--- src/rtl/riscv_pkg.sv ---
// Shared RV32I encoding constants: instruction classes, major opcodes, immediate limits.
// Latency: none (declarations and pure functions only).
// Backpressure: not applicable.
package riscv_pkg;

  // Instruction classes understood by the encoder; codes 6 and 7 are illegal.
  typedef enum logic [2:0] {
    CLS_LOAD   = 3'd0,
    CLS_STORE  = 3'd1,
    CLS_RTYPE  = 3'd2,
    CLS_BRANCH = 3'd3,
    CLS_ITYPE  = 3'd4,
    CLS_JAL    = 3'd5
  } instr_cls_e;

  // Major opcodes, bits [6:0] of the instruction word.
  localparam logic [6:0] OPC_LOAD   = 7'b0000011;
  localparam logic [6:0] OPC_STORE  = 7'b0100011;
  localparam logic [6:0] OPC_RTYPE  = 7'b0110011;
  localparam logic [6:0] OPC_BRANCH = 7'b1100011;
  localparam logic [6:0] OPC_ITYPE  = 7'b0010011;
  localparam logic [6:0] OPC_JAL    = 7'b1101111;

  // Signed immediate limits per format. B and J offsets must also be even.
  localparam int IMM12_MIN = -2048;
  localparam int IMM12_MAX = 2047;
  localparam int IMM13_MIN = -4096;
  localparam int IMM13_MAX = 4094;
  localparam int IMM21_MIN = -1048576;
  localparam int IMM21_MAX = 1048574;
  localparam int SHAMT_MAX = 31;

  // True for the six defined class codes.
  function automatic logic cls_legal(input logic [2:0] c);
    return c <= 3'd5;
  endfunction

endpackage

--- src/rtl/imm_encoder.sv ---
// Places a signed immediate into its RV32I bit positions for a class and checks its range.
// Latency: purely combinational.
// Backpressure: not applicable; caller qualifies the result with its own handshake.
module imm_encoder
  import riscv_pkg::*;
(
  input  logic [2:0]  cls,
  input  logic        is_shift,
  input  logic [31:0] imm,
  output logic [31:0] imm_bits,
  output logic        range_ok
);

  logic signed [31:0] simm;
  assign simm = $signed(imm);

  // Scatter immediate bits per format; everything outside the immediate fields stays zero.
  always_comb begin
    imm_bits = '0;
    range_ok = 1'b0;
    case (cls)
      CLS_LOAD: begin
        imm_bits[31:20] = imm[11:0];
        range_ok        = (simm >= IMM12_MIN) && (simm <= IMM12_MAX);
      end
      CLS_ITYPE: begin
        if (is_shift) begin
          // Shift-immediate forms carry only a 5-bit shamt; funct7 fills [31:25] upstream.
          imm_bits[24:20] = imm[4:0];
          range_ok        = (simm >= 0) && (simm <= SHAMT_MAX);
        end else begin
          imm_bits[31:20] = imm[11:0];
          range_ok        = (simm >= IMM12_MIN) && (simm <= IMM12_MAX);
        end
      end
      CLS_STORE: begin
        imm_bits[31:25] = imm[11:5];
        imm_bits[11:7]  = imm[4:0];
        range_ok        = (simm >= IMM12_MIN) && (simm <= IMM12_MAX);
      end
      CLS_BRANCH: begin
        imm_bits[31]    = imm[12];
        imm_bits[30:25] = imm[10:5];
        imm_bits[11:8]  = imm[4:1];
        imm_bits[7]     = imm[11];
        range_ok        = (simm >= IMM13_MIN) && (simm <= IMM13_MAX) && !imm[0];
      end
      CLS_JAL: begin
        imm_bits[31]    = imm[20];
        imm_bits[30:21] = imm[10:1];
        imm_bits[20]    = imm[11];
        imm_bits[19:12] = imm[19:12];
        range_ok        = (simm >= IMM21_MIN) && (simm <= IMM21_MAX) && !imm[0];
      end
      CLS_RTYPE: begin
        // No immediate; any value is acceptable and ignored.
        range_ok = 1'b1;
      end
      default: begin
        imm_bits = '0;
        range_ok = 1'b0;
      end
    endcase
  end

endmodule

--- src/rtl/instr_encoder.sv ---
// Encodes field-level requests into RV32I words tagged with a running word address.
// Latency: request accepted at edge N is visible on out_valid/out_instr right after edge N.
// Backpressure: in_ready is purely occupancy-based (< DEPTH); a full buffer blocks input even on a same-cycle dequeue.
module instr_encoder
  import riscv_pkg::*;
#(
  parameter logic [31:0] BASE_ADDR = 32'h0000_0000,
  parameter int          DEPTH     = 2
) (
  input  logic        clk,
  input  logic        reset,
  input  logic        clr_addr,
  input  logic        in_valid,
  output logic        in_ready,
  input  logic [2:0]  in_cls,
  input  logic [4:0]  in_rd,
  input  logic [4:0]  in_rs1,
  input  logic [4:0]  in_rs2,
  input  logic [2:0]  in_funct3,
  input  logic [6:0]  in_funct7,
  input  logic [31:0] in_imm,
  output logic        out_valid,
  input  logic        out_ready,
  output logic [31:0] out_instr,
  output logic [31:0] out_addr,
  output logic        err,
  output logic [7:0]  err_count
);

  localparam int PTR_W = (DEPTH > 1) ? $clog2(DEPTH) : 1;
  localparam int CNT_W = $clog2(DEPTH + 1);

  // Output buffer state
  logic [31:0]      instr_mem_q [DEPTH];
  logic [31:0]      addr_mem_q  [DEPTH];
  logic [PTR_W-1:0] wr_ptr_q, rd_ptr_q;
  logic [CNT_W-1:0] count_q, count_d;

  // Address counter and error reporting
  logic [31:0] addr_q, addr_d, slot_addr;
  logic        err_q;
  logic [7:0]  err_count_q;

  // Request decode
  logic        is_shift;
  logic [31:0] imm_bits;
  logic        range_ok;
  logic [31:0] word_d;
  logic        legal, accept, enq, rej, deq;

  function automatic logic [PTR_W-1:0] ptr_inc(input logic [PTR_W-1:0] p);
    return (p == PTR_W'(DEPTH - 1)) ? '0 : p + PTR_W'(1);
  endfunction

  // funct3 001 (slli) and 101 (srli/srai) take a shamt instead of a 12-bit immediate.
  assign is_shift = (in_cls == CLS_ITYPE) && (in_funct3[1:0] == 2'b01);

  imm_encoder u_imm_encoder (
    .cls      (in_cls),
    .is_shift (is_shift),
    .imm      (in_imm),
    .imm_bits (imm_bits),
    .range_ok (range_ok)
  );

  // Merge register/function fields and opcode with the placed immediate; unused fields encode zero.
  always_comb begin
    word_d = '0;
    case (in_cls)
      CLS_LOAD:   word_d = imm_bits | {12'b0, in_rs1, in_funct3, in_rd, OPC_LOAD};
      CLS_STORE:  word_d = imm_bits | {7'b0, in_rs2, in_rs1, in_funct3, 5'b0, OPC_STORE};
      CLS_RTYPE:  word_d = {in_funct7, in_rs2, in_rs1, in_funct3, in_rd, OPC_RTYPE};
      CLS_BRANCH: word_d = imm_bits | {7'b0, in_rs2, in_rs1, in_funct3, 5'b0, OPC_BRANCH};
      CLS_ITYPE:  word_d = imm_bits | {(is_shift ? in_funct7 : 7'b0), 5'b0, in_rs1, in_funct3,
                                       in_rd, OPC_ITYPE};
      CLS_JAL:    word_d = imm_bits | {20'b0, in_rd, OPC_JAL};
      default:    word_d = '0;
    endcase
  end

  assign in_ready  = (count_q < CNT_W'(DEPTH));
  assign out_valid = (count_q != '0);
  assign out_instr = instr_mem_q[rd_ptr_q];
  assign out_addr  = addr_mem_q[rd_ptr_q];
  assign err       = err_q;
  assign err_count = err_count_q;

  assign legal  = cls_legal(in_cls) && range_ok;
  assign accept = in_valid && in_ready;
  assign enq    = accept && legal;
  assign rej    = accept && !legal;
  assign deq    = out_valid && out_ready;

  // A same-cycle clear takes effect before the accepted request picks its address.
  always_comb begin
    slot_addr = clr_addr ? BASE_ADDR : addr_q;
    addr_d    = enq ? (slot_addr + 32'd4) : slot_addr;
  end

  // Occupancy moves only when exactly one of enqueue/dequeue fires.
  always_comb begin
    count_d = count_q;
    if (enq && !deq) begin
      count_d = count_q + CNT_W'(1);
    end else if (!enq && deq) begin
      count_d = count_q - CNT_W'(1);
    end
  end

  // Buffer storage and pointers: writes land at the tail, reads advance the head.
  always_ff @(posedge clk or posedge reset) begin
    if (reset) begin
      for (int i = 0; i < DEPTH; i++) begin
        instr_mem_q[i] <= '0;
        addr_mem_q[i]  <= '0;
      end
      wr_ptr_q <= '0;
      rd_ptr_q <= '0;
      count_q  <= '0;
    end else begin
      if (enq) begin
        instr_mem_q[wr_ptr_q] <= word_d;
        addr_mem_q[wr_ptr_q]  <= slot_addr;
        wr_ptr_q              <= ptr_inc(wr_ptr_q);
      end
      if (deq) begin
        rd_ptr_q <= ptr_inc(rd_ptr_q);
      end
      count_q <= count_d;
    end
  end

  // Word address counter; rejected requests leave it untouched.
  always_ff @(posedge clk or posedge reset) begin
    if (reset) begin
      addr_q <= BASE_ADDR;
    end else begin
      addr_q <= addr_d;
    end
  end

  // One-cycle error pulse and saturating reject counter; immune to clr_addr.
  always_ff @(posedge clk or posedge reset) begin
    if (reset) begin
      err_q       <= 1'b0;
      err_count_q <= '0;
    end else begin
      err_q <= rej;
      if (rej && (err_count_q != 8'hFF)) begin
        err_count_q <= err_count_q + 8'd1;
      end
    end
  end

endmodule

--- config.mk ---
export PLATFORM = sky130hd
export DESIGN_NAME = instr_encoder
export DESIGN_NICKNAME = d
export VERILOG_FILES = /design/src/rtl/riscv_pkg.sv /design/src/rtl/imm_encoder.sv /design/src/rtl/instr_encoder.sv
export SDC_FILE = /design/constraint.sdc
export NUM_CORES = 1
export LEC_CHECK = 0
export ABC_CLOCK_PERIOD_IN_PS = 6590
export CORE_UTILIZATION = 53
export DETAILED_ROUTE_END_ITERATION = 8
export PLACE_DENSITY = 0.89
export SLEW_MARGIN = 20
export SYNTH_ARGS = -nofsm -noshare
export SYNTH_HDL_FRONTEND = slang
export SYNTH_SLANG_ARGS = --single-unit
--- constraint.sdc ---
create_clock -name clk -period 6.59 [get_ports clk]
set_clock_uncertainty 0.15 [all_clocks]
set_input_delay 1.318 -clock clk [delete_from_list [all_inputs] [get_ports clk]]
set_output_delay 1.318 -clock clk [all_outputs]
set_load 0.05 [all_outputs]
== After elaboration in Yosys (flattened, before gate mapping) ==
Index checks and enable logic that the tools add are counted.

* Register bits: 173
* Word-level logic and storage cells: 93

* Add/sub/neg operators: 6
* Magnitude comparators: 13
* Equal/unequal tests: 7
* Muxes and demuxes: 25
* Bitwise logic cells: 7
* Reductions and logical operators: 25

{| class="wikitable"
|+ Operator list
! kind !! number
|-
| 32-bit 2-to-1 mux || 9
|-
| 32-bit case mux with 6 select lines || 1
|-
| 64-bit bitwise mux || 2
|-
| 32-bit by 25-bit bitwise OR with 32-bit output || 2
|-
| 32-bit by 3-bit adder with 32-bit output, second input constant || 1
|-
| 32-bit demux with 1-bit select || 1
|-
| 32-bit by 1-bit greater-or-equal comparator with 1-bit output, second input constant || 1
|-
| 32-bit by 12-bit greater-or-equal comparator with 1-bit output, second input constant || 1
|-
| 32-bit by 13-bit greater-or-equal comparator with 1-bit output, second input constant || 1
|-
| 32-bit by 21-bit greater-or-equal comparator with 1-bit output, second input constant || 1
|-
| 32-bit by 12-bit <= comparator with 1-bit output, second input constant || 1
|-
| 32-bit by 13-bit <= comparator with 1-bit output, second input constant || 1
|-
| 32-bit by 21-bit <= comparator with 1-bit output, second input constant || 1
|-
| 32-bit by 6-bit <= comparator with 1-bit output, second input constant || 1
|-
| 32-bit by 12-bit bitwise OR with 32-bit output || 1
|-
| 32-bit by 20-bit bitwise OR with 32-bit output || 1
|-
| 32-bit bitwise OR || 1
|-
| 7-bit case mux with 4 select lines || 1
|-
| 5-bit case mux with 2 select lines || 2
|-
| 1-bit logical AND || 16
|-
| 7-bit 2-to-1 mux || 2
|-
| 8-bit by 1-bit adder with 8-bit output, second input constant || 1
|-
| 8-bit 2-to-1 mux || 1
|-
| 8-bit inequality test, second input constant || 1
|-
| 19 further kinds || 32
|}

== Longest topological paths before layout ==
* Depth in word-level cells: 10
* Mapped depth: 12
* Gate-level depth less buffers: 10

== By module ==
A second synthesis with hierarchy kept.

* Cell total of the unflattened synthesis: 816
* Area total of the unflattened synthesis: 8687.1 um2

{| class="wikitable"
|+ By module, submodules not included
! module !! times used !! cells each !! area an instance (um2) !! seq. area each (um2)
|-
| instr_encoder || 1 || 734 || 8160.3 || 4279.1
|-
| imm_encoder || 1 || 82 || 526.8 || 0.0
|}

== Worst setup path after synthesis ==
No wires, ideal clock.

* Path type: input port to flip-flop
* Start point: in clr_addr
* End point: reg addr_q[30]
* Library setup time: 0.125 ns
* Data arrival time: 3.613 ns
* Setup slack: 2.702 ns
* Stages: 11
* Buffers on the path: 2
* Cell sequence: clkbuf_1 clkbuf_1 nand2b_1 inv_1 ha_1 and3_1 and4b_1 or4b_2 nor4_1 nand3_1 mux2_2

* Cells in the longest elaborated chain, start to end: 3

{| class="wikitable"
|+ Ends and longest elaborated chain
! what !! RTL line !! source
|-
| start, declared || instr_encoder.sv:12 || <nowiki>input logic clr_addr,</nowiki>
|-
| 32-bit 2-to-1 mux || instr_encoder.sv:96 || <nowiki>slot_addr = clr_addr ? BASE_ADDR : addr_q;</nowiki>
|-
| net slot_addr[2] || instr_encoder.sv:40 || <nowiki>logic [31:0] addr_q, addr_d, slot_addr;</nowiki>
|-
| 32-bit by 3-bit adder with 32-bit output || instr_encoder.sv:97 || <nowiki>addr_d = enq ? (slot_addr + 32'd4) : slot_addr;</nowiki>
|-
| 32-bit 2-to-1 mux || instr_encoder.sv:97 ||
|-
| net addr_d[30] || instr_encoder.sv:40 ||
|-
| end signal, assigned || instr_encoder.sv:138 || <nowiki>addr_q <= addr_d;</nowiki>
|-
| end, declared || instr_encoder.sv:40 ||
|}

The timed path passes the listed nets, and every way through them passes these cells.
A chain may end at the register's enable or synchronous reset.

== Worst setup path after layout ==
* Start point: in in_cls[1]
* End point: reg count_q[1]

* Cells in the longest elaborated chain, start to end: 9

{| class="wikitable"
|+ Ends and longest elaborated chain
! what !! RTL line !! source
|-
| start, declared || instr_encoder.sv:15 || <nowiki>input logic [2:0] in_cls,</nowiki>
|-
| 3-bit == test || imm_encoder.sv:21, instr_encoder.sv:56 ||
|-
| 1-bit logical AND || instr_encoder.sv:56 || <nowiki>assign is_shift = (in_cls == CLS_ITYPE) && (in_funct3[1:0] == 2'b01);</nowiki>
|-
| 1-bit 2-to-1 mux || imm_encoder.sv:27 || <nowiki>if (is_shift) begin</nowiki>
|-
| 1-bit case mux with 5 select lines || imm_encoder.sv:21 || <nowiki>case (cls)</nowiki>
|-
| 1-bit logical AND * || instr_encoder.sv:88 || <nowiki>assign legal = cls_legal(in_cls) && range_ok;</nowiki>
|-
| 1-bit logical AND * || instr_encoder.sv:90 || <nowiki>assign enq = accept && legal;</nowiki>
|-
| 1-bit logical NOT || instr_encoder.sv:105 || <nowiki>end else if (!enq && deq) begin</nowiki>
|-
| 1-bit logical AND || instr_encoder.sv:105 ||
|-
| 2-bit nonzero test (no source line) || - ||
|-
| end signal, assigned || instr_encoder.sv:129 || <nowiki>count_q <= count_d;</nowiki>
|-
| end, declared || instr_encoder.sv:37 || <nowiki>logic [CNT_W-1:0] count_q, count_d;</nowiki>
|}

Every way passes the cells marked *; elsewhere a longest branch is shown, timed or not.

==> results.sh <==
export IMPL_max_slew_worst_pin_slew_ps=1040
export IMPL_netlist_top_cells_area="dfrtp_1 52%, mux2_2 9.2%, o21ai_0 7.5%"
export IMPL_synth_cell_types=52
export IMPL_synth_area_leader_cell="dfrtp_1"
export IMPL_netlist_instances=849
export IMPL_drc_errors=0
export IMPL_cp_start_kind="primary input"
export IMPL_cts_tree="yes"
export IMPL_synth_nets=917
export IMPL_vias_per_cell=5.80
export IMPL_drive_above_1_share_pct=12.5
export IMPL_cts_root_buf="clkbuf_16"
export IMPL_drtPass1Iterations=6
export IMPL_timing_final_crit_share_pct=70.2
export IMPL_port_buffers=139
export IMPL_critPathKind="in -> reg"
export IMPL_drtIter0Drc=660
export IMPL_synth_most_common_cell="dfrtp_1"
export IMPL_ant_nets=0
export IMPL_via_count=6725
export IMPL_drv_cap=0
export IMPL_clock_path_buffers=2
export IMPL_internal_power_uw=2300
export IMPL_critical_path_max_fanout=21
export IMPL_slew_headroom_pct=30.9
export IMPL_fin_crit_ps=4630
export IMPL_grt_first_pass_wirelength_mm=32.1
export IMPL_p_comb_share_pct=34.9
export IMPL_chipHeight_um=126
export IMPL_start_util_pct=54.1
export IMPL_cp_required_ps=6750
export IMPL_hold_buffers=0
export IMPL_h_tree_depth=4
export IMPL_cts_buffers=17
export IMPL_crit_chain="clkdlybuf4s50_1, nor2b_1, nand3_1, o221ai_1, o21ai_2, inv_1, ha_1, xor2_1, nor2_1, xnor2_1"
export IMPL_wl_per_cell_um=17.0
export IMPL_synth_area_um2=8190
export IMPL_synth_seq_cells=169
export IMPL_tns_ps=0
export IMPL_endpoint_kind="register"
export IMPL_ys_warn_count=0
export IMPL_power_leakage_uw=0.00442
export IMPL_synth_seq_area_share_pct=51.6
export IMPL_rsz0062_at_grt="no"
export IMPL_insertion_delay_ps=430
export IMPL_critPathArrivalTime_ps=4790
export IMPL_final_hold_viol_count=0
export IMPL_max_freq_mhz=216
export IMPL_busiest_layer="met2"
export IMPL_synthFlopType="dfrtp_1"
export IMPL_grt_pass1_vias=6413
export IMPL_crit_family="compound AO/OA/AOI/OAI gates"
export IMPL_place_hpwl_mm=13.4
export IMPL_peakVddDrop_mv=0.289
export IMPL_io_pins=140
export IMPL_yosys_top_cells_count="169 x dfrtp_1, 142 x nand2_1, 123 x o21ai_0"
export IMPL_switchingPower_uw=1340
export IMPL_swShare_pct=36.9
export IMPL_status="finished, final reports clean"
export IMPL_pwr_density_cell_nw_per_um2=354
export IMPL_syn_avg_cell_area_um2=9.65
export IMPL_postSynth_asyncResetShare_pct=100
export IMPL_seq_power_share_pct=37.5
export IMPL_setup_viol=0
export IMPL_drt_wl_total_mm=19.7
export IMPL_grtUsageMet2_pct=41.5
export IMPL_clkTransAtPathRegs_ps=60
export IMPL_synth_top_area_share_pct=51.6
export IMPL_grt_usage_pct=25.5
export IMPL_die_x_um=126
export IMPL_finalMaxSlewViolations=0
export IMPL_gp_congestion=0.878
export IMPL_die_area_um2=16000
export IMPL_path_buf_inv=2
export IMPL_clock_power_share_pct=27.6
export IMPL_cp_slowest_stage_delay_ps=790
export IMPL_nNetsFinal=1027
export IMPL_synth_edf_count=0
export IMPL_globalRouteOverflowTotal=0
export IMPL_cts_repair_resized=0
export IMPL_min_path_type="reg -> reg"
export IMPL_postCtsSetupBuffers=0
export IMPL_cp_slowest_cell="clkdlybuf4s50_1"
export IMPL_core_area_um2=15100
export IMPL_cts_num_sinks=169
export IMPL_areaGrowthSynthToFinish_pct=25.4
export IMPL_rows=45
export IMPL_grtUsageMet3_pct=5.31
export IMPL_grt_max_degree=72
export IMPL_diodes=0
export IMPL_antenna_found_initial=0
export IMPL_grt_met1_usage_pct=34.2
export IMPL_power_uw=3640
power by group through the flow:
stage | registers [uW] | clock network, uW | logic, uW
2_1_floorplan | 1370 | 0 | 869
3_3_place_gp | 1370 | 0 | 1250
3_5_place_dp | 1380 | 0 | 1270
4_1_cts | 1360 | 1020 | 1270
5_1_grt | 1390 | 1060 | 1330
6_report | 1360 | 1010 | 1270
cells by family (layout without fill, tap and decap cells):
family,after synthesis,in the layout,share of synthesized area [%]
xor gates and xnor gates,24,24,2.57
and+or+nand+nor,310,310,17.9
muxes,75,75,10.2
adders and majority gates,3,3,0.458
buffers and inverters,72,194,3.62
AOI/OAI and AO/OA,196,196,13.6
DFF,169,169,51.6
routing by layer:
| metal | share of wire (%) | wire (um) |
|---|---|---|
| met4 | 1.7 | 326 |
| met5 | 0 | 0 |
| met2 | 48 | 9460 |
| met3 | 6.3 | 1240 |
| met1 | 44 | 8680 |
final timing paths:
kind | from | end | slack [ps] | cells after the start
min in group asynchronous | reset | addr_mem_q[22] | 1160 | 2
worst min register to register | instr_mem_q[1] | instr_mem_q[1] | 310 | 1
max in group asynchronous | reset | instr_mem_q[51] | 3900 | 3
worst min-delay path | instr_mem_q[1] | instr_mem_q[1] | 310 | 1
worst max register to register | addr_q[2] | addr_q[30] | 3670 | 9
worst max-delay path | in_cls[1] | count_q[1] | 1960 | 10
state kept, by name, indices dropped and copies added, names as in the netlist:
name and count:
addr_mem_q 64, instr_mem_q 60, addr_q 32, err_count 8, count_q 2, err 1
rd_ptr_q 1, wr_ptr_q 1
per-stage QoR:
stage | hold slack (ps) | instances | instance area (um2) | util (%) | setup slack (ps)
after global placement | 294 | 1128 | 9680 | 63.9 | 1760
final | 309 | 1159 | 10300 | 67.8 | 1960
after floorplan | 278 | 849 | 8190 | - | 547
after CTS | 316 | 1159 | 10300 | 67.8 | 2020
after detailed placement | 300 | 1128 | 9680 | 63.9 | 1600
after global routing | 343 | 1159 | 10300 | 67.8 | 1740
area by class of cell:
| class | count | area, um2 |
|---|---|---|
| fillers | 1120 | 4880 |
| flip-flops and latches | 169 | 4230 |
| multi-input cells | 608 | 3680 |
| repair buffers | 148 | 1470 |
| clock buffers | 19 | 443 |
| well taps | 188 | 235 |
| clock inverters | 12 | 151 |
| inverters | 15 | 61.3 |
cell usage in the layout (no fill, tap or decap), drive strengths merged, types with 3 or more instances in the layout:
cell type,Yosys,final
dfrtp,169,169
nand2,142,142
clkdlybuf4s50,0,139
o21ai,127,127
mux2,68,68
nor2,39,39
nand2b,34,34
a21oi,31,31
nand3,19,19
clkbuf,29,19
nor3,15,15
inv,15,15
nor2b,13,13
nor4,13,13
xor2,13,13
nand4,11,11
a22oi,11,11
xnor2,11,11
buf,28,9
mux2i,7,7
clkinv,0,7
o31ai,6,6
or2,6,6
or4,5,5
a31oi,3,3
and3,3,3
ha,3,3
bufinv,0,3
worst register-to-register path: cells and delay by family, from the launching register on:
family                   cells  cell delay (ps)
AND/OR/NAND/NOR              6             1690
multiplexers                 1              310
adder cells (fa/ha/maj)      1              160
buffers and inverters        1              120
flip-flops                   1              370
(Power assumes the default switching activity.)
